File: config.mk
export PLATFORM = sky130hd
export DESIGN_NAME = alu_bus_ctrl
export DESIGN_NICKNAME = d
export VERILOG_FILES = /design/src/rtl/alu_bus_ctrl.sv
export SDC_FILE = /design/constraint.sdc
export NUM_CORES = 1
export LEC_CHECK = 0
export BUFFER_PORTS_ARGS = -buffer_cell sky130_fd_sc_hd__buf_4
export CAP_MARGIN = 30
export CORE_ASPECT_RATIO = 0.6
export CORE_MARGIN = 2
export CORE_UTILIZATION = 30
export CTS_BUF_LIST = sky130_fd_sc_hd__clkbuf_4 sky130_fd_sc_hd__clkbuf_8
export DETAILED_ROUTE_END_ITERATION = 7
export GPL_TIMING_DRIVEN = 0
export HOLD_SLACK_MARGIN = 0.06
export PLACE_DENSITY = 0.59
export SLEW_MARGIN = 15
export SYNTH_ARGS = -nofsm -noshare
export SYNTH_HDL_FRONTEND = slang
export SYNTH_SLANG_ARGS = --single-unit
File: constraint.sdc
create_clock -name clk -period 1.8 [get_ports clk]
set_clock_uncertainty 0.2 [all_clocks]
set_input_delay 0.09 -clock clk [delete_from_list [all_inputs] [get_ports clk]]
set_output_delay 0.09 -clock clk [all_outputs]
set_load 0.05 [all_outputs]
File: src/rtl/alu_bus_ctrl.sv
// Narrow-bus front end for the N-bit logic element array: collects command and operands
// over a D-bit valid/ready bus, drives the array, and returns its result D bits per beat.
module alu_bus_ctrl #(
  parameter int N = 8,
  parameter int D = 4
) (
  input  logic         clk,
  input  logic         rst_n,
  input  logic         i_abort,
  input  logic         i_in_valid,
  output logic         o_in_ready,
  input  logic [D-1:0] i_in_data,
  output logic         o_out_valid,
  input  logic         i_out_ready,
  output logic [D-1:0] o_out_data,
  output logic         o_busy,
  output logic         o_alu_m,
  output logic [1:0]   o_alu_s,
  output logic [N-1:0] o_alu_a,
  output logic [N-1:0] o_alu_b,
  input  logic [N-1:0] i_alu_x
);

  localparam int BEATS = N / D;
  localparam int CW    = (BEATS > 1) ? $clog2(BEATS) : 1;
  localparam logic [CW-1:0] LAST = CW'(BEATS - 1);

  localparam logic [2:0] S_IDLE   = 3'd0;
  localparam logic [2:0] S_LOAD_A = 3'd1;
  localparam logic [2:0] S_LOAD_B = 3'd2;
  localparam logic [2:0] S_EXEC   = 3'd3;
  localparam logic [2:0] S_SEND   = 3'd4;

  logic [2:0]    r_state;
  logic [CW-1:0] r_cnt;
  logic          r_alu_m;
  logic [1:0]    r_alu_s;
  logic [N-1:0]  r_alu_a;
  logic [N-1:0]  r_alu_b;
  logic [N-1:0]  r_result;
  logic          r_out_valid;
  logic [D-1:0]  r_out_data;

  logic          w_in_ready;
  logic          w_accept;
  logic          w_out_fire;
  logic          w_last;
  logic [CW-1:0] w_cnt_next;
  logic [D-1:0]  w_next_beat;

  assign w_in_ready = (r_state == S_IDLE) || (r_state == S_LOAD_A) || (r_state == S_LOAD_B);
  assign w_accept   = i_in_valid & w_in_ready;
  assign w_out_fire = r_out_valid & i_out_ready;
  assign w_last     = (r_cnt == LAST);
  assign w_cnt_next = r_cnt + CW'(1);

  // Result slice presented after the current beat is taken.
  always_comb begin
    w_next_beat = '0;
    for (int k = 0; k < BEATS; k++) begin
      if (w_cnt_next == CW'(k)) w_next_beat = r_result[k*D +: D];
    end
  end

  always_ff @(posedge clk or negedge rst_n) begin
    if (!rst_n) begin
      r_state     <= S_IDLE;
      r_cnt       <= '0;
      r_alu_m     <= 1'b0;
      r_alu_s     <= 2'b00;
      r_alu_a     <= '0;
      r_alu_b     <= '0;
      r_result    <= '0;
      r_out_valid <= 1'b0;
      r_out_data  <= '0;
    end else if (i_abort) begin
      // Abort wins over any beat in the same cycle; array inputs and result are kept.
      r_state     <= S_IDLE;
      r_cnt       <= '0;
      r_out_valid <= 1'b0;
    end else begin
      case (r_state)
        S_IDLE: begin
          if (w_accept) begin
            {r_alu_m, r_alu_s} <= i_in_data[2:0];
            r_cnt              <= '0;
            r_state            <= S_LOAD_A;
          end
        end
        S_LOAD_A: begin
          if (w_accept) begin
            for (int k = 0; k < BEATS; k++) begin
              if (r_cnt == CW'(k)) r_alu_a[k*D +: D] <= i_in_data;
            end
            if (w_last) begin
              r_cnt   <= '0;
              r_state <= S_LOAD_B;
            end else begin
              r_cnt <= w_cnt_next;
            end
          end
        end
        S_LOAD_B: begin
          if (w_accept) begin
            for (int k = 0; k < BEATS; k++) begin
              if (r_cnt == CW'(k)) r_alu_b[k*D +: D] <= i_in_data;
            end
            if (w_last) begin
              r_cnt   <= '0;
              r_state <= S_EXEC;
            end else begin
              r_cnt <= w_cnt_next;
            end
          end
        end
        S_EXEC: begin
          r_result    <= i_alu_x;
          r_out_data  <= i_alu_x[D-1:0];
          r_out_valid <= 1'b1;
          r_cnt       <= '0;
          r_state     <= S_SEND;
        end
        S_SEND: begin
          if (w_out_fire) begin
            if (w_last) begin
              r_out_valid <= 1'b0;
              r_cnt       <= '0;
              r_state     <= S_IDLE;
            end else begin
              r_cnt      <= w_cnt_next;
              r_out_data <= w_next_beat;
            end
          end
        end
        default: begin
          r_state     <= S_IDLE;
          r_cnt       <= '0;
          r_out_valid <= 1'b0;
        end
      endcase
    end
  end

  assign o_in_ready  = w_in_ready;
  assign o_out_valid = r_out_valid;
  assign o_out_data  = r_out_data;
  assign o_busy      = (r_state != S_IDLE);
  assign o_alu_m     = r_alu_m;
  assign o_alu_s     = r_alu_s;
  assign o_alu_a     = r_alu_a;
  assign o_alu_b     = r_alu_b;

endmodule
-- Word level (Yosys, flattened, before mapping)
Index checks and enable logic that the tools add are counted.
- add/subtract/negate cells: 1
- eq/ne operators: 15
- mux-type cells: 23
- bitwise gates (word level): 4
- reduce and logical (&&, ||, !) cells: 17
- operators by type and width (cell ; count):
    $mux 3 ; 8
    $ne 3x3->1 const B ; 7
    $reduce_and 4->1 ; 5
    $pmux 3 s5 ; 1
    $mux 4 ; 3
    $reduce_and 3->1 ; 3
    $mux 1 ; 8
    $pmux 4 s2 ; 1
    $reduce_and 7->1 ; 1
    $eq 3x2->1 const B ; 2
    $pmux 1 s3 ; 2
    $ne 2x2->1 const B ; 2
    $eq 3x1->1 const B ; 1
    $eq 3x3->1 const B ; 1
    $logic_not 3->1 ; 1
    $ne 3x1->1 const B ; 1
    $reduce_bool 3->1 ; 1
    $reduce_or 3->1 ; 1
    $and 1x1->1 ; 2
    $logic_or 1x1->1 ; 2
    $ne 2x1->1 const B ; 1
    $not 1->1 ; 2
    $reduce_and 2->1 ; 1
    $reduce_bool 2->1 ; 1
    2 further kinds ; 2
- flip-flop bits (word level): 36
- input bits: 17
- output and inout bits: 26

-- Longest topological paths before layout
- depth in word-level cells: 7
- mapped depth: 5
- mapped depth without buffers: 3

-- Least setup slack after synthesis
OpenSTA, ideal clock, no wires.
- kind: register to register
- start point: reg r_state[0]
- end point: reg r_out_data[0], in the netlist o_out_data[0]
- arrival: 1.418 ns
- data required time: 1.477 ns
- path slack: 0.059 ns
- cell stages (with the launch flop): 4
- buffers on the path: 0
- period minus slack after synthesis: 1.741 ns
- cells stage by stage: dfrtp_1 or4b_4 or2_4 o221a_1
- longest elaborated chain between the ends: 3
- RTL lines (element ; RTL line ; text):
    from (decl) ; 34 ; logic [2:0] r_state;
    from (signal assigned) ; 67 ; r_state <= S_IDLE;
    from (signal assigned) ; 78 ; r_state <= S_IDLE;
    from (signal assigned) ; 87 ; r_state <= S_LOAD_A;
    $eq 3x3->1 / $eq 3x2->1 (equally long branches) ; 82 ; case (r_state)
    $ne 2x2->1 (no line) / $reduce_bool 2->1 (equally long branches) ; -- ;
    $reduce_and 4->1 (no line) ; -- ;
    to (signal assigned) ; 118 ; r_out_data <= i_alu_x[D-1:0];
    to (signal assigned) ; 131 ; r_out_data <= w_next_beat;
    to (decl) ; 42 ; logic [D-1:0] r_out_data;
Parallel ways exist; a longest one is shown, timed or not.
A chain may end at the register's enable or synchronous reset.

-- Final worst setup path
- start point: reg r_state[2]
- end point: reg r_out_data[1], in the netlist o_out_data[1]
Same word-level chain as after synthesis.

==> results <==
- At the end of the flow the core is filled with cells to 0.473.
- The final-layout fill cell count is 425.
- For this configuration, the core starts out at a cell density of 0.309.
- Measured against the total synthesized area, the mux share comes to 0.185.
- Derived from the worst setup path, the maximum achievable clock frequency is 546 MHz.
- The final critical path time including I/O delays and setup is between 1.5 and 2 ns.
- The global-route wire length before repair is roughly 5800 um.
- Of the post-synthesis cell area, the dominant cell type holds 0.571.
- The sequential fraction of design power is 0.376.
- The relative max-transition margin is 0.731.
- Of the total power, the share spent switching nets is 0.352.
- The count of pins over their slew limit is 0.
- The count of mapped cells out of synthesis is between 100 and 150.
- The type of origin of the critical path is a flop.
- The startpoint of the most critical setup path is r_state[2].
- Setup repair after global routing could not meet its margin everywhere.
- Clock latency on the worst-skew pair, taken at its later pin, is 0.27 ns.
- The simple-gate portion of the synthesized area is 0.112.
- Entering global routing, the biggest net connects 33 pins.
- The flip-flop cell with the highest count after synthesis is dfrtp_1.
- The die covers roughly 5300 um2.
- The worst setup path is captured at a flop.
- The number of cells on the worst reg-to-reg path is 4.
- The worst-case IR drop observed on VDD is roughly 0.00045 V.
- The vertical die dimension is 56.9 um.
- The total DRC errors in the routed layout is 0.
- The worst hold path class is in2reg.
- The total inserted antenna cells is 0.
- The placed wire-length estimate after detailed placement is ~2500 um.
- The internal power of the cells is ~0.0016 W.
- After synthesis, the cell types taking the most area are dfrtp_1 (57%), mux2_2 (18%), o221a_1 (3.2%).
- The number of antenna violations at the first check in global routing is 0.
- Setup violations remaining at the end of the flow were counted as 4.
- The horizontal extent of the die is 92.2 um.
- The storage element area is roughly 800 um2.
- The sink count of the clock tree is 32.
- The compound-cell area share of the yosys netlist is 0.104.
- The share of synthesized flip-flops with an asynchronous set or reset is 1.00.
- The layout overhead on the synthesized area is 53.3%.
- The main combinational cell family by area after synthesis is multiplexers.
- The slack of the worst reg-to-reg path is -0.03 ns.
- In this run, CTS created clock tree buffers numbering 5.
- The path with the worst hold slack has its endpoint at r_cnt.
- The worst setup path is of the reg2reg kind.
- The CTS clock-pin slew for the worst setup and hold paths is 0.07 ns.
- The cell type with the largest total area after synthesis is dfrtp_1.
- The worst register-to-register path begins at r_state[2].
- For this block, the initial DRC count from the detailed router was 27.
- Global routing finished with a remaining overflow of 0.
- At the end of routability-driven placement, the weighted congestion stood at 0.694.
- The required time reported for the critical path endpoint is 1.76 ns.
- The number of synthesized flops with an enable pin is 0.
- The final layout contains slightly below 200 nets.
- The number of primary I/O pins is 43.
- The number of global-route vias before repair came to between 1000 and 1500.
- The H-tree was split into 2 levels.
- The post-route worst setup slack is -0.0311 ns.
- The clock network fraction of total power is 0.280.
- The area of the placeable core is 4540 um2.
- Of the total power, combinational logic draws 0.343.
- The share of the Yosys chip area taken by registers is 0.571.
- In the final routed layout, each cell accounts on average for about 15 um.
- The tree is rooted in a clkbuf_8.
- The multi-input logic area is between 500 and 600 um2.
- The wire length after detailed routing is 3560 um.
- In this run the most critical hold path is launched from i_abort.
- The flow ran to the end, but the final reports show violations.
- The number of vias in the routed layout is about 1100.
- The count of different cell masters after synthesis is 31.
- For this design the static power due to leakage is around 1.0 nW.
- The most common cell in the netlist is dfrtp_1.
- Port buffering added roughly 40 buffers.
- In this run the power density over the cells is 1130 nW/um2.
- Of the total synthesized cell area, the portion taken by full adders, half adders and majority gates is 0.
- TritonCTS built the clock tree.
- The number of cell rows is 19.
- For this run, the total global-route usage over all layers was measured as 0.146.
- The worst slack at placement is -0.0664 ns.
- The post-synthesis area per instance is about 13 um2.
- The number of antenna-violating nets in the routed design is 0.
- In the finished design, the share of the clock period the worst path needs comes to 1.02.
- Yosys printed 0 warnings.
- Sorting the synthesized cells by how often they occur yields dfrtp_1 (32), mux2_2 (23), a21oi_1 (5).
- In this run the worst path has a maximum fanout of 7.
- The final reports fail on negative setup slack.
- The slew at the pin with the worst max-slew slack is around 0.40 ns.
- After synthesis the netlist holds a flip-flop and latch count of 32.
- The fraction of final layout cells with drive strength greater than 1 is 0.528.
- The hold-critical path depth is 4.
- The count of max-cap constraint violations is 0.
- The post-detailed-route via-to-cell ratio is 4.75.
- The final hold violation count is 0.
- The pre-antenna-repair detailed-routing pass consisted of 4 iterations.
- The area of the mapped netlist is about 1400 um2.
- Counting along the longest clock path gives a buffer depth of 2.
- Synthesis produced a netlist with a net count of between 100 and 150.
- Of the total synthesized cell area, the portion taken by XOR and XNOR cells is 0.
- The endpoint of the most critical register-to-register path is o_out_data[1].
- At the worst endpoint, the arrival time is about 1.8 ns.
- The switching component of the power is between 0.0008 and 0.0009 W.
## layer usage
metal  wire length [um]  track usage  vias up  part of all wire
li1                   -            -      526                 -
met1               1640        0.185      578              0.46
met2               1700        0.241       35              0.48
met3                182       0.0423        5             0.051
met4                 30       0.0576        0            0.0084
met5                  0            0        -                 0
## kinds of logic after synthesis
group / Yosys count
flip-flops: 32
multiplexers: 23
AND/OR/NAND/NOR: 25
buffers and inverters: 7
AO/OA/AOI/OAI: 18
## layout make-up
class,count,share of cell area
multi-input combinational,66,0.266
inverter,1,0.00175
clock buffer,6,0.0355
timing repair buffer,65,0.249
sequential,32,0.373
clock inverter,2,0.0163
tap,63,0.0367
buffer,6,0.0215
## through the flow
| stage | setup TNS [ns] | hold slack [ns] | instance area, um2 | std cells | power (W) |
|---|---|---|---|---|---|
| final | -0.0930 | 0.0829 | 2150 | 241 | 0.00243 |
| after global routing | -0.263 | 0.0910 | 2150 | 241 | 0.00254 |
| after CTS | -0.122 | 0.0715 | 2110 | 237 | 0.00244 |
| after detailed placement | -0.364 | -0.153 | 1790 | 209 | 0.00171 |
| after global placement | -0.0144 | -0.154 | 1790 | 209 | 0.00169 |
| after floorplan | 0 | -0.406 | 1400 | 105 | 0.00144 |
## sequential cells by signal (all words and copies together), names as in the netlist, 2 cells and up
name,flops
o_alu_a,8
o_out_data,4
r_state,3
r_result,4
o_alu_b,8
o_alu_s,2
## power groups by stage
stage | clock network (W) | logic (W) | registers [W]
after floorplan | 0 | 0.000159 | 0.00128
after global placement | 0 | 0.000775 | 0.000919
after detailed placement | 0 | 0.000788 | 0.000925
after CTS | 0.000694 | 0.000832 | 0.000914
after global routing | 0.000736 | 0.000875 | 0.000927
final | 0.000680 | 0.000833 | 0.000913
## critical path, cell delays in order, from the launching register on
cell	delay, ns
dfrtp_1	0.36
buf_6	0.13
or4b_4	0.50
or2_4	0.28
o221a_1	0.25
## cell usage in the layout (no fill, tap or decap), types with 2 or more instances in the layout
master and n:
a21oi_1 5, buf_4 49, buf_6 2, clkbuf_4 2, clkbuf_8 5, dfrtp_1 32
dlygate4sd3_1 16, mux2_2 23, nand2_1 4, nand2b_1 4, nand4_1 2, nor2_1 3
nor2b_1 2, o221a_1 4
## timing repair
| item | 4_1_cts | 5_1_grt |
|---|---|---|
| buffers inserted | 4 | 4 |
| setup endpoints to repair | 13 | 23 |
| hold buffers | 16 | 0 |
| resized for setup | 5 | 4 |
| hold endpoints to repair | 63 | 0 |
| pin swaps | 3 | 4 |
## worst max path at each step
| stage | end | depth (start not counted) |
|---|---|---|
| 2_1_floorplan | o_out_data[0] | 3 |
| 3_3_place_gp | o_out_data[1] | 3 |
| 3_5_place_dp | o_out_data[3] | 3 |
| 4_1_cts | o_out_data[1] | 4 |
| 5_1_grt | o_out_data[2] | 4 |
| 6_report | o_out_data[1] | 4 |
Note: power is estimated with default switching activity, not from simulation.
